[src/rtl/wb_arbiter_if.sv]
// wb_arbiter_if: result-source handshakes and RF write port of the writeback arbiter
// src_valid/src_addr/src_data : per-source results offered to the arbiter
// src_ready                   : per-source FIFO has room
// write_addrs/write_data      : registered RF write address and data
// write_reg_enable            : registered RF write strobe
// pending_mask                : registers with a buffered or in-flight write
// idle                        : nothing buffered and no write on the port
interface wb_arbiter_if #(
    parameter int DATA_WIDTH = 32,
    parameter int NUM_REGS   = 32,
    parameter int ADDR_WIDTH = $clog2(NUM_REGS),
    parameter int NUM_SRCS   = 3
);
    logic [NUM_SRCS-1:0]                 src_valid;
    logic [NUM_SRCS-1:0][ADDR_WIDTH-1:0] src_addr;
    logic [NUM_SRCS-1:0][DATA_WIDTH-1:0] src_data;
    logic [NUM_SRCS-1:0]                 src_ready;
    logic [ADDR_WIDTH-1:0]               write_addrs;
    logic [DATA_WIDTH-1:0]               write_data;
    logic                                write_reg_enable;
    logic [NUM_REGS-1:0]                 pending_mask;
    logic                                idle;
    modport master (
        output src_valid, src_addr, src_data,
        input  src_ready, write_addrs, write_data, write_reg_enable, pending_mask, idle
    );
    modport slave (
        input  src_valid, src_addr, src_data,
        output src_ready, write_addrs, write_data, write_reg_enable, pending_mask, idle
    );
endinterface

[src/rtl/wb_arbiter.sv]
// wb_arbiter: buffers results from NUM_SRCS units in per-source FIFOs and drains them round-robin to one RF write port
// clk, rst : clock and synchronous active-high reset
// bus      : wb_arbiter_if.slave carrying source handshakes, RF write port, pending_mask and idle
module wb_arbiter #(
    parameter int DATA_WIDTH = 32,
    parameter int NUM_REGS   = 32,
    parameter int ADDR_WIDTH = $clog2(NUM_REGS),
    parameter int NUM_SRCS   = 3,
    parameter int FIFO_DEPTH = 2
) (
    input logic        clk,
    input logic        rst,
    wb_arbiter_if.slave bus
);
    localparam int PW = $clog2(FIFO_DEPTH);
    localparam int CW = PW + 1;
    localparam int GW = NUM_SRCS > 1 ? $clog2(NUM_SRCS) : 1;
    logic [ADDR_WIDTH-1:0] fifo_addr [NUM_SRCS][FIFO_DEPTH];
    logic [DATA_WIDTH-1:0] fifo_data [NUM_SRCS][FIFO_DEPTH];
    logic [PW-1:0]         rd_ptr    [NUM_SRCS];
    logic [PW-1:0]         wr_ptr    [NUM_SRCS];
    logic [CW-1:0]         count     [NUM_SRCS];
    logic [GW-1:0]         last_grant;
    logic [GW-1:0]         gnt;
    logic [GW-1:0]         idx;
    logic                  gnt_valid;
    logic [NUM_SRCS-1:0]   push;
    logic [NUM_SRCS-1:0]   pop;
    logic [NUM_REGS-1:0]   pend;
    // Scan from farthest to nearest so the last hit is the first candidate after last_grant.
    always_comb begin
        gnt_valid = 1'b0;
        gnt = last_grant;
        idx = last_grant;
        for (int k = NUM_SRCS; k >= 1; k--) begin
            idx = GW'((int'(last_grant) + k) % NUM_SRCS);
            if (count[idx] != '0) begin
                gnt_valid = 1'b1;
                gnt = idx;
            end
        end
    end
    // Ready looks only at registered count; an x0 write completes the handshake without storing.
    always_comb begin
        bus.idle = !bus.write_reg_enable;
        for (int i = 0; i < NUM_SRCS; i++) begin
            bus.src_ready[i] = count[i] < CW'(FIFO_DEPTH);
            push[i] = bus.src_valid[i] && (count[i] < CW'(FIFO_DEPTH)) && (bus.src_addr[i] != '0);
            pop[i] = gnt_valid && (gnt == GW'(i));
            if (count[i] != '0) bus.idle = 1'b0;
        end
    end
    always_comb begin
        pend = '0;
        for (int i = 0; i < NUM_SRCS; i++)
            for (int j = 0; j < FIFO_DEPTH; j++)
                if (CW'(j) < count[i]) pend[fifo_addr[i][rd_ptr[i] + PW'(j)]] = 1'b1;
        if (bus.write_reg_enable) pend[bus.write_addrs] = 1'b1;
        pend[0] = 1'b0;
        bus.pending_mask = pend;
    end
    always_ff @(posedge clk) begin
        if (rst) begin
            for (int i = 0; i < NUM_SRCS; i++) begin
                count[i]  <= '0;
                rd_ptr[i] <= '0;
                wr_ptr[i] <= '0;
            end
            last_grant           <= GW'(NUM_SRCS - 1);
            bus.write_reg_enable <= 1'b0;
            bus.write_addrs      <= '0;
            bus.write_data       <= '0;
        end else begin
            for (int i = 0; i < NUM_SRCS; i++) begin
                if (push[i]) begin
                    fifo_addr[i][wr_ptr[i]] <= bus.src_addr[i];
                    fifo_data[i][wr_ptr[i]] <= bus.src_data[i];
                    wr_ptr[i] <= wr_ptr[i] + PW'(1);
                end
                if (pop[i]) rd_ptr[i] <= rd_ptr[i] + PW'(1);
                count[i] <= count[i] + CW'(push[i]) - CW'(pop[i]);
            end
            bus.write_reg_enable <= gnt_valid;
            if (gnt_valid) begin
                bus.write_addrs <= fifo_addr[gnt][rd_ptr[gnt]];
                bus.write_data  <= fifo_data[gnt][rd_ptr[gnt]];
                last_grant      <= gnt;
            end
        end
    end
endmodule
[src/flat_wrapper.sv]
// flat-port wrapper written by rule: the top's interface ports become plain ports
module wb_arbiter_flat 
#(
    parameter int DATA_WIDTH = 32,
    parameter int NUM_REGS   = 32,
    parameter int ADDR_WIDTH = $clog2(NUM_REGS),
    parameter int NUM_SRCS   = 3,
    parameter int FIFO_DEPTH = 2
)
  (clk, rst, bus_src_valid, bus_src_addr, bus_src_data, bus_src_ready, bus_write_addrs, bus_write_data, bus_write_reg_enable, bus_pending_mask, bus_idle);
  wb_arbiter_if #(.DATA_WIDTH(DATA_WIDTH), .NUM_REGS(NUM_REGS), .ADDR_WIDTH(ADDR_WIDTH), .NUM_SRCS(NUM_SRCS)) bus_i ();
  input logic clk;
  input logic rst;
  input wire logic [$bits(bus_i.src_valid)-1:0] bus_src_valid;
  input wire logic [$bits(bus_i.src_addr)-1:0] bus_src_addr;
  input wire logic [$bits(bus_i.src_data)-1:0] bus_src_data;
  output wire logic [$bits(bus_i.src_ready)-1:0] bus_src_ready;
  output wire logic [$bits(bus_i.write_addrs)-1:0] bus_write_addrs;
  output wire logic [$bits(bus_i.write_data)-1:0] bus_write_data;
  output wire logic [$bits(bus_i.write_reg_enable)-1:0] bus_write_reg_enable;
  output wire logic [$bits(bus_i.pending_mask)-1:0] bus_pending_mask;
  output wire logic [$bits(bus_i.idle)-1:0] bus_idle;
  assign bus_i.src_valid = bus_src_valid;
  assign bus_i.src_addr = bus_src_addr;
  assign bus_i.src_data = bus_src_data;
  assign bus_src_ready = bus_i.src_ready;
  assign bus_write_addrs = bus_i.write_addrs;
  assign bus_write_data = bus_i.write_data;
  assign bus_write_reg_enable = bus_i.write_reg_enable;
  assign bus_pending_mask = bus_i.pending_mask;
  assign bus_idle = bus_i.idle;
  wb_arbiter #(.DATA_WIDTH(DATA_WIDTH), .NUM_REGS(NUM_REGS), .ADDR_WIDTH(ADDR_WIDTH), .NUM_SRCS(NUM_SRCS), .FIFO_DEPTH(FIFO_DEPTH)) u_core (.clk(clk), .rst(rst), .bus(bus_i));
endmodule
[config.mk]
export PLATFORM = sky130hd
export DESIGN_NAME = wb_arbiter_flat
export DESIGN_NICKNAME = d
export VERILOG_FILES = /design/src/rtl/wb_arbiter_if.sv /design/src/rtl/wb_arbiter.sv /design/src/flat_wrapper.sv
export SDC_FILE = /design/constraint.sdc
export NUM_CORES = 1
export LEC_CHECK = 0
export BUFFER_PORTS_ARGS = -buffer_cell sky130_fd_sc_hd__buf_2
export CAP_MARGIN = 20
export CORE_ASPECT_RATIO = 1.5
export CORE_MARGIN = 2
export CORE_UTILIZATION = 58
export DETAILED_ROUTE_END_ITERATION = 6
export PLACE_DENSITY = 0.87
export SETUP_SLACK_MARGIN = 0.02
export SLEW_MARGIN = 0
export SYNTH_ARGS = -nofsm -noshare
export SYNTH_HDL_FRONTEND = slang
export SYNTH_SLANG_ARGS = --single-unit
[constraint.sdc]
create_clock -name clk -period 5.37 [get_ports clk]
set_input_delay 0.537 -clock clk [delete_from_list [all_inputs] [get_ports clk]]
set_output_delay 0.537 -clock clk [all_outputs]
set_load 0.02 [all_outputs]
==> flow_summary.yaml <==
run_status:
  outcome: "finished with violations"
  violations: "DRC"
critical_path:
  crit_path_top_delay_cell: "edfxtp_1"
  crit_type: "reg2out"
  worst_ep_required_time_ps: 4830
  crit_path_max_fanout: 28
  cp_cell_sequence: "inv_1 -> o32ai_1 -> nand2_1 -> o22ai_1 -> a221oi_1 -> o211ai_1 -> buf_2"
  worst_setup_path_start_kind: "flip-flop"
  crit_path_max_incr_delay_ps: 900
  worstPathArrival_ps: 3840
  cp-end-kind: "primary output"
floorplan:
  dieArea_sq_um: 24400
  num_rows: 68
  io_pins: 190
  fp.dieH_um: 190
  coreArea_sq_um: 22900
  start_util: 0.587
  die_x_um: 128
timing:
  max_freq_mhz: 229
  finClkSkew_ps: 12.4
  fin_setup_tns_ps: 0
  tightest_slew_ps: 1210
  relSlewSlack: 0.196
  setup_viol: 0
  final_hold_viol_count: 0
  layout_min_cycle_time_ps: 4370
  slew_violations: 0
  fin_crit_sh: 0.815
  whs_ps: 208
  grt_setup_unrepaired: "false"
pwr:
  leakage_nw: 5.72
  pwr-share-comb: 0.566
  pwr-share-clk: 0.163
  p_switching_w: 0.00511
  p_seq_frac: 0.271
  p_per_area_nw_per_um2: 701
  power.internal_w: 0.00565
  ir_drop_v: 0.000602
  switching_share: 0.475
final_layout:
  stdcell_count: 1679
  drive_gt1_frac: 0.211
  final_area_sq_um: 15300
  synthToLayoutAreaGrowth_pct: 14.2
  nets: 1505
logic_synthesis:
  yosysTopAreaCellShare: 0.510
  synth_area_leaders: "edfxtp_1 51%, dfxtp_1 6.9%, nor2_1 4.4%, o211ai_1 4.4%, nand2_1 2.9%"
  synth_edf_count: 228
  syn_nets: 1361
  synth_area_sq_um: 13400
  synth_area_leader_cell: "edfxtp_1"
  syn_inst: 1237
  synth_cell_types: 73
  yosys_register_bits: 274
  ys_warn_count: 0
  synth-seq-area-share: 0.578
  synthArstFlopShare: 0
  ys.flop_type: "edfxtp_1"
  syn_avg_cell_area_sq_um: 10.9
global_route:
  grt_usage: 0.368
  grt_pass1_wl_um: 67900
  antenna_found_initial: 3
  grt-ovfl-total: 0
  grt_max_degree: 82
  grt_pass1_vias: 11627
route:
  detail-route-antenna-nets: 0
  via_count: 11623
  wirelength_um: 45400
  vias_per_cell: 6.92
  routedWlPerCell_um: 27.1
  drc: 4
  firstDrtPassIters: 7
  detail_route.iter0.violations: 1293
clocking:
  cts_made_buffers: 23
  ctsResizeCount: 0
  cts_sinks: 274
  clock_path_buffers: 3
  path_clk_slew_ps: 70
  htree_num_levels: 1
  cts_setup_buffers: 0
  cts_tree: "yes"
  cts-root-buf: "clkbuf_16"
  worstSkewPairLatency_ps: 510
  cts_hold_buffers: 0
placed_design:
  dpl_cell_area_sq_um: 14500
  place.detailed.instances: 1634
  io_buffers: 188
  hpwl_um: 30300
  place_congestion: 1.06
worst_hold_path:
  hp-class: "in2reg"
run:
  cap_violations: 0
[final timing paths]
kind | startpoint | endpoint | slack (ps) | cells after the start
setup reg to reg | u_core.last_grant[0]$_SDFFE_PP0P_ | u_core.bus.write_data[27]$_SDFFE_PP0P_ | 1370 | 10
hold reg to reg | u_core.bus.write_data[12]$_SDFFE_PP0P_ | u_core.bus.write_data[12]$_SDFFE_PP0P_ | 500 | 2
setup / recovery | u_core.rd_ptr[1]$_SDFFCE_PP0P_ | bus_pending_mask[14] | 1000 | 7
hold / removal | bus_src_data[66] | u_core.fifo_data[2][34]$_DFFE_PP_ | 210 | 1
[kinds of logic after synthesis]
kind of cell	count (synthesis)	share of synthesized area
compound gates	392	0.219
mux	13	0.0101
buf+inv	153	0.0471
flops	274	0.578
xor+xnor	6	0.00391
other cells	1	0.000279
fa+ha+maj	9	0.00819
simple gates	389	0.133
[final cells by class]
type,instances,area (sq um)
Timing Repair Buffer,209,1130
Clock buffer,23,576
Antenna cell,2,5.00
Inverter,63,236
Sequential cell,274,7770
Clock inverter,18,210
Multi-Input combinational cell,810,5070
Fill cell,1632,7550
Tap cell,280,350
[cell usage after synthesis (9+ instances only)]
| library cell | n |
|---|---|
| a211o_1 | 34 |
| a211oi_1 | 13 |
| a21oi_1 | 48 |
| a221oi_1 | 25 |
| a22oi_1 | 12 |
| a311oi_1 | 19 |
| a311oi_2 | 17 |
| and2_1 | 10 |
| buf_2 | 24 |
| clkbuf_1 | 51 |
| dfxtp_1 | 46 |
| edfxtp_1 | 228 |
| inv_1 | 62 |
| nand2_1 | 104 |
| nand2b_1 | 9 |
| nand3_1 | 18 |
| nand3b_1 | 10 |
| nor2_1 | 158 |
| nor2b_1 | 11 |
| nor3_1 | 21 |
| nor3b_1 | 15 |
| o211ai_1 | 78 |
| o21ai_0 | 52 |
| o22ai_1 | 31 |
[layout by cell type, fill, tap and decap left out, types with 4 or more instances in the layout]
master,n
nor2b_1,11
edfxtp_1,228
o22ai_1,31
or2_2,6
clkinv_1,4
o211ai_1,78
dfxtp_1,46
buf_4,18
and3_1,5
mux2_2,5
nor3b_1,15
a22o_1,4
a21oi_1,48
a311oi_2,17
o2111ai_1,4
xnor2_1,6
buf_2,188
and2_1,6
inv_1,62
a221oi_1,25
nor3_1,18
a311oi_1,19
a211o_1,34
a22oi_1,11
mux2i_1,8
clkinvlp_4,5
a31oi_1,8
clkbuf_16,23
nand3_1,18
nand2b_1,9
a211oi_1,13
nand2_1,104
o21ai_1,6
o21ai_0,52
ha_1,8
nand3b_1,10
nor2_1,158
or3b_2,6
bufinv_16,4
[metrics by stage]
step                      utilization  worst slack [ps]  power [W]
after CTS                       0.669              1220     0.0106
after floorplan                     -              1360    0.00729
final                           0.670               995     0.0108
after detailed placement        0.634              1480    0.00881
after global placement          0.634              1700    0.00855
after global routing            0.670               915     0.0113
[power groups by stage]
stage	Combinational (W)	Sequential, W	Clock, W
after floorplan	0.00437	0.00292	0
after global placement	0.00562	0.00293	0
after detailed placement	0.00587	0.00294	0
after CTS	0.00594	0.00289	0.00176
after global routing	0.00653	0.00294	0.00182
final	0.00609	0.00291	0.00176
[state kept, by name (all words and copies together), names as in the netlist]
signal and count:
u_core.bus.write_reg_enable 1, u_core.wr_ptr 3, u_core.fifo_addr 30, u_core.bus.write_addrs 5
u_core.last_grant 2, u_core.fifo_data 192, u_core.count 6, u_core.rd_ptr 3
u_core.bus.write_data 32
[metal layers]
layer	GRT usage	vias to the layer above	share of wire
li1	-	4998	-
met1	0.420	5572	0.34
met2	0.648	838	0.51
met3	0.0561	211	0.085
met4	0.221	4	0.069
met5	0	-	0.00059
[worst max-delay path: cells and delay by family, from the launching register on]
family | cells | cell delay [ps]
compound gates | 4 | 1410
buf+inv | 2 | 670
flops | 1 | 900
simple gates | 1 | 340
Power figures use the tool's default switching activity.
